<file path="config.mk">
export PLATFORM = sky130hd
export DESIGN_NAME = cla_pipe_addsub
export DESIGN_NICKNAME = d
export VERILOG_FILES = /design/src/rtl/cla_pipe_addsub.sv
export SDC_FILE = /design/constraint.sdc
export NUM_CORES = 1
export LEC_CHECK = 0
export ABC_AREA = 1
export BUFFER_PORTS_ARGS = -buffer_cell sky130_fd_sc_hd__clkbuf_2
export CAP_MARGIN = 10
export CELL_PAD_IN_SITES_DETAIL_PLACEMENT = 0
export CELL_PAD_IN_SITES_GLOBAL_PLACEMENT = 1
export CORE_ASPECT_RATIO = 0.5
export CORE_MARGIN = 4
export CORE_UTILIZATION = 35
export CTS_CLUSTER_DIAMETER = 30
export CTS_CLUSTER_SIZE = 30
export DETAILED_ROUTE_END_ITERATION = 10
export GPL_TIMING_DRIVEN = 0
export PLACE_DENSITY_LB_ADDON = 0.25
export SLEW_MARGIN = 10
export SYNTH_ARGS = -nofsm -noshare
export SYNTH_HDL_FRONTEND = slang
export SYNTH_SLANG_ARGS = --single-unit
</file>
<file path="constraint.sdc">
create_clock -name clk -period 19.99 [get_ports clk]
set_input_delay 0.9995 -clock clk [delete_from_list [all_inputs] [get_ports clk]]
set_output_delay 0.9995 -clock clk [all_outputs]
set_load 0.005 [all_outputs]
</file>
<file path="src/rtl/cla_pipe_addsub.sv">
// cla_pipe_addsub: pipelined grouped carry-lookahead adder/subtractor; one GRP-bit group resolves per stage.
// Optional modular correction stage is built when CLA_MODRED_EN is defined.
module cla_pipe_addsub #(
    parameter int               WIDTH   = 64,
    parameter int               GRP     = 16,
    parameter logic [WIDTH-1:0] MODULUS = 64'hFFFFFFFF00000001
) (
    input  logic             clk,
    input  logic             rst_n,
    input  logic             in_valid,
    output logic             in_ready,
    input  logic [WIDTH-1:0] a_in,
    input  logic [WIDTH-1:0] b_in,
    input  logic             c_in,
    input  logic             sub_in,
    output logic             out_valid,
    input  logic             out_ready,
    output logic [WIDTH-1:0] sum_out,
    output logic             c_out
);

    localparam int NGRP = WIDTH / GRP;
    localparam int NBLK = GRP / 4;

    if ((WIDTH % GRP) != 0 || (GRP % 4) != 0) begin : g_param_check
        $error("cla_pipe_addsub: WIDTH must be a multiple of GRP and GRP a multiple of 4");
    end

    // One lookahead group: 4-bit CLA blocks whose block carries come from block P/G lookahead.
    function automatic logic [GRP:0] cla_group(input logic [GRP-1:0] a,
                                               input logic [GRP-1:0] b,
                                               input logic           cin);
        logic [GRP-1:0]  p;
        logic [GRP-1:0]  g;
        logic [GRP-1:0]  s;
        logic [NBLK-1:0] bp;
        logic [NBLK-1:0] bg;
        logic [NBLK:0]   bc;
        logic [3:0]      c;
        p = a ^ b;
        g = a & b;
        for (int j = 0; j < NBLK; j++) begin
            bp[j] = &p[4*j +: 4];
            bg[j] = g[4*j+3]
                  | (p[4*j+3] & g[4*j+2])
                  | (p[4*j+3] & p[4*j+2] & g[4*j+1])
                  | (p[4*j+3] & p[4*j+2] & p[4*j+1] & g[4*j]);
        end
        bc[0] = cin;
        for (int j = 0; j < NBLK; j++) begin
            bc[j+1] = bg[j] | (bp[j] & bc[j]);
        end
        for (int j = 0; j < NBLK; j++) begin
            c[0] = bc[j];
            for (int i = 0; i < 3; i++) begin
                c[i+1] = g[4*j+i] | (p[4*j+i] & c[i]);
            end
            s[4*j +: 4] = p[4*j +: 4] ^ c;
        end
        return {bc[NBLK], s};
    endfunction

    logic                  stall;
    logic [NGRP-1:0]       st_vld;
    logic [NGRP-1:0]       st_cy;
    logic [NGRP-1:0]       st_sub;
    logic [WIDTH-1:0]      st_a   [NGRP];
    logic [WIDTH-1:0]      st_b   [NGRP];
    logic [WIDTH-1:0]      st_sum [NGRP];
    logic [GRP:0]          grp_res [NGRP];
    logic [WIDTH-1:0]      nx_sum  [NGRP];

    logic                  res_vld;
    logic [WIDTH-1:0]      res_sum;
    logic                  res_c;
    logic                  fin_vld;
    logic [WIDTH-1:0]      fin_sum;
    logic                  fin_c;
    logic                  unused_tail;

    // A stalled output freezes the whole pipe, bubbles included.
    assign stall    = out_valid && !out_ready;
    assign in_ready = !stall;

    always_comb begin
        for (int k = 0; k < NGRP; k++) begin
            grp_res[k] = cla_group(st_a[k][k*GRP +: GRP], st_b[k][k*GRP +: GRP], st_cy[k]);
            nx_sum[k]  = st_sum[k];
            nx_sum[k][k*GRP +: GRP] = grp_res[k][GRP-1:0];
        end
    end

    always_ff @(posedge clk or negedge rst_n) begin
        if (!rst_n) begin
            st_vld <= '0;
        end else if (!stall) begin
            st_vld[0] <= in_valid;
            for (int k = 1; k < NGRP; k++) begin
                st_vld[k] <= st_vld[k-1];
            end
        end
    end

    // Subtraction enters as A + ~B + 1, so the stages never need to know the mode.
    always_ff @(posedge clk) begin
        if (!stall) begin
            st_a[0]   <= a_in;
            st_b[0]   <= sub_in ? ~b_in : b_in;
            st_cy[0]  <= sub_in | c_in;
            st_sub[0] <= sub_in;
            st_sum[0] <= '0;
            for (int k = 1; k < NGRP; k++) begin
                st_a[k]   <= st_a[k-1];
                st_b[k]   <= st_b[k-1];
                st_cy[k]  <= grp_res[k-1][GRP];
                st_sub[k] <= st_sub[k-1];
                st_sum[k] <= nx_sum[k-1];
            end
        end
    end

    assign res_vld     = st_vld[NGRP-1];
    assign res_sum     = nx_sum[NGRP-1];
    assign res_c       = grp_res[NGRP-1][GRP];
    assign unused_tail = ^{st_a[NGRP-1], st_b[NGRP-1]};

`ifdef CLA_MODRED_EN
    // Full-width grouped CLA, used once by the correction stage.
    function automatic logic [WIDTH:0] cla_full(input logic [WIDTH-1:0] a,
                                                input logic [WIDTH-1:0] b,
                                                input logic             cin);
        logic [WIDTH-1:0] s;
        logic             cy;
        logic [GRP:0]     r;
        cy = cin;
        for (int k = 0; k < NGRP; k++) begin
            r              = cla_group(a[k*GRP +: GRP], b[k*GRP +: GRP], cy);
            s[k*GRP +: GRP] = r[GRP-1:0];
            cy             = r[GRP];
        end
        return {cy, s};
    endfunction

    logic             md_vld;
    logic             md_c;
    logic             md_sub;
    logic [WIDTH-1:0] md_sum;
    logic [WIDTH:0]   md_fix;
    logic             md_apply;

    always_ff @(posedge clk or negedge rst_n) begin
        if (!rst_n) begin
            md_vld <= 1'b0;
            md_c   <= 1'b0;
            md_sub <= 1'b0;
            md_sum <= '0;
        end else if (!stall) begin
            md_vld <= res_vld;
            if (res_vld) begin
                md_sum <= res_sum;
                md_c   <= res_c;
                md_sub <= st_sub[NGRP-1];
            end
        end
    end

    // Add: subtract MODULUS when {carry,sum} >= MODULUS. Sub: add MODULUS back after a borrow.
    always_comb begin
        md_fix   = cla_full(md_sum, md_sub ? MODULUS : ~MODULUS, !md_sub);
        md_apply = md_sub ? !md_c : (md_c | md_fix[WIDTH]);
    end

    assign fin_vld = md_vld;
    assign fin_sum = md_apply ? md_fix[WIDTH-1:0] : md_sum;
    assign fin_c   = md_apply;
`else
    logic unused_mod;

    assign unused_mod = ^{MODULUS, st_sub[NGRP-1]};
    assign fin_vld    = res_vld;
    assign fin_sum    = res_sum;
    assign fin_c      = res_c;
`endif

    // Result register keeps its last value whenever nothing valid arrives.
    always_ff @(posedge clk or negedge rst_n) begin
        if (!rst_n) begin
            out_valid <= 1'b0;
            sum_out   <= '0;
            c_out     <= 1'b0;
        end else if (!stall) begin
            out_valid <= fin_vld;
            if (fin_vld) begin
                sum_out <= fin_sum;
                c_out   <= fin_c;
            end
        end
    end

endmodule

</file>
==> flow_summary.yaml <==
final_layout:
  fillers: 4651
  fin_util: 0.442
  multi_input_comb_area_mm2: 0.00388
  final_cell_mix: "edfxtp_1, nand2_1, clkbuf_2, inv_1, clkbuf_16"
  nNetsFinal: 1652
  final_common_cell: "edfxtp_1"
  seqCellArea_mm2: 0.0144
  area_growth_pct: 23.9
  layout-drive-gt1-share: 0.248
  final_area_mm2: 0.0232
cts:
  cts_setup_buffers: 0
  clkSinkCount: 490
  numCtsBuffers: 74
  cts.clk_slew.worst_paths_ns: 0.05
  htree_levels: 3
  tritoncts: "done"
  ctsHoldBuffers: 0
  cts_root_buffer: "clkbuf_16"
  clk_latency_ns: 0.56
  clockBufferDepth: 3
  post_cts_resized: 0
yosys:
  synth_area_leaders: "edfxtp_1, dfrtp_1, fa_1"
  synth_fa_ha_area_frac: 0.0942
  synthSimpleGateAreaFrac: 0.0644
  synth.distinct_cells: 27
  synth_xor_area_frac: 0.0375
  synth-seq-cells: 490
  yosysTopAreaCell: "edfxtp_1"
  synth_top_family_by_area: "adder cells"
  syn_area_mm2: 0.0187
  yosysTopAreaCellShare: 0.675
  syn_inst: 1127
  synth_mux_area_frac: 0
  syn_avg_cell_area_um2: 16.6
  synth_compound_area_frac: 0.0113
  synth_nets: 1373
  ys_seq_area_frac: 0.768
  yosysWarnings: 0
grt:
  antenna_found_initial: 2
  grt_max_degree: 123
  grt-ovfl-total: 0
  grt_pass1_vias: 9893
  grtUsageTotal: 0.113
  grt_pass1_wl_um: 51000
critical_path:
  cp_max_fo: 122
  worst_path_most_repeated_cell: "clkbuf_2"
  ff2ff_path_depth: 13
  slowest_stage: "inv_8"
  reg2reg_slack_ns: 16.89
  timing.rr.start: "st_b[1][19]"
  end_kind: "output pin"
  cp.required_ns: 18.99
  r2r_end: "st_sum[2][31]"
  cp_slowest_stage_delay_ns: 0.59
  worstSetupStartpointType: "input port"
  path_class: "in -> out"
  cp_cell_sequence: "clkbuf_2, nor2_2, inv_8, buf_16, clkbuf_2"
  arrival_ns: 2.60
sta:
  tns_ns: 0
  fmax_mhz: 278
  finalHoldViolCount: 0
  fin_crit_sh: 0.180
  final_max_slew_viol_count: 0
  rsz0062_at_grt: "false"
  finClkSkew_ns: 0.0199
  setup_slack_ns: 16.39
  worstMarginPinSlew_ns: 0.861
  setup-violations-final: 0
  min_period_ns: 3.60
  max_slew_margin: 0.426
floorplan:
  fp-row-count: 59
  die_w_um: 335
  initial_core_util: 0.357
  dieArea_mm2: 0.0574
  coreArea_mm2: 0.0524
  die_h_um: 171
  ioPinCount: 201
hold_path:
  min_path_type: "reg -> reg"
  whs_path_depth: 0
  worstHoldStart: "st_b[1][35]"
  holdPathEnd: "st_b[2][35]"
route:
  via_per_inst: 4.20
  drt_pass1_iterations: 4
  final_antenna_net_count: 0
  route.vias.total: 9109
  wl_per_cell_um: 14.7
  drcViolationCount: 0
  drtIter0Drc: 525
  wl_um: 31900
power:
  power_mw: 3.81
  powerDensity_mw_per_mm2: 164
  ir_worst_vdd_mv: 0.0621
  power.leakage_nw: 9.77
place:
  place_hpwl_um: 21500
  dpl_worst_slack_ns: 16.33
  dpl_cell_area_mm2: 0.0207
  io_buffers: 199
  globalplace.congestion: 0.806
job:
  cap_violations: 0
status:
  status: "completed"
-- worst max-delay path, delay by kind of cell --
kind,cells,cell delay (ns)
and+or+nand+nor,1,0.09
buffers and inverters,4,1.37
-- per-stage QoR --
stage	hold WS [ns]	std cells
global placement	0.401	2027
global route	0.408	2167
CTS	0.404	2166
finish	0.399	2167
floorplan	0.400	1127
detailed placement	0.405	2031
-- how the worst max path moves through the flow --
stage              start  endpoint  slack (ns)
2_1_floorplan  out_ready  in_ready        9.77
3_3_place_gp   out_ready  in_ready        5.63
3_5_place_dp   out_ready  in_ready       16.33
4_1_cts        out_ready  in_ready       16.32
5_1_grt        out_ready  in_ready       16.25
6_report       out_ready  in_ready       16.39
-- area by class of cell --
class	instances	share of cell area
diodes	1	0.000108
plain buffers	20	0.00508
clock buffers	86	0.0855
clock inverters	49	0.0218
inverters	90	0.0149
multi-input cells	527	0.167
flip-flops and latches	490	0.620
well taps	701	0.0379
repair buffers	203	0.0475
-- cells in the mapped netlist, drive strengths merged --
cell / number
edfxtp: 420
nand2: 247
inv: 90
dfrtp: 70
xor2: 70
ha: 64
fa: 48
nor2: 25
nand3: 22
buf: 18
a21oi: 15
o21ai: 13
xnor2: 10
a41oi: 4
a31oi: 2
and3: 2
clkbuf: 2
nand4: 2
o211a: 2
or2: 1
-- power breakdown --
group / internal [mW] / switching [mW] / total [mW]
Sequential: 1.62 / 0.153 / 1.78
Combinational: 0.303 / 0.468 / 0.771
Clock: 0.799 / 0.462 / 1.26
-- metal layers --
layer | wire [um] | global-route usage | vias up | share of wire
met5 | 0 | 0 | - | 0
met4 | 746 | 0.0417 | 0 | 0.023
met3 | 1290 | 0.0297 | 60 | 0.041
met2 | 17100 | 0.206 | 135 | 0.54
met1 | 12800 | 0.130 | 4423 | 0.40
li1 | - | - | 4491 | -
-- sequential cells by signal, indices dropped and copies added (netlist names) --
register   count
c_out          1
out_valid      1
st_a         160
st_b         160
st_cy          4
st_sum        96
st_vld         4
sum_out       64
-- logic make-up (layout without fill, tap and decap cells) --
| group | Yosys count | count (layout) |
|---|---|---|
| buffers and inverters | 110 | 448 |
| and+or+nand+nor | 299 | 299 |
| AOI/OAI and AO/OA | 36 | 36 |
| other | 0 | 1 |
| adders and majority gates | 112 | 112 |
| DFF | 490 | 490 |
| xor gates and xnor gates | 80 | 80 |
No activity file was read; power rests on OpenSTA's default activity.
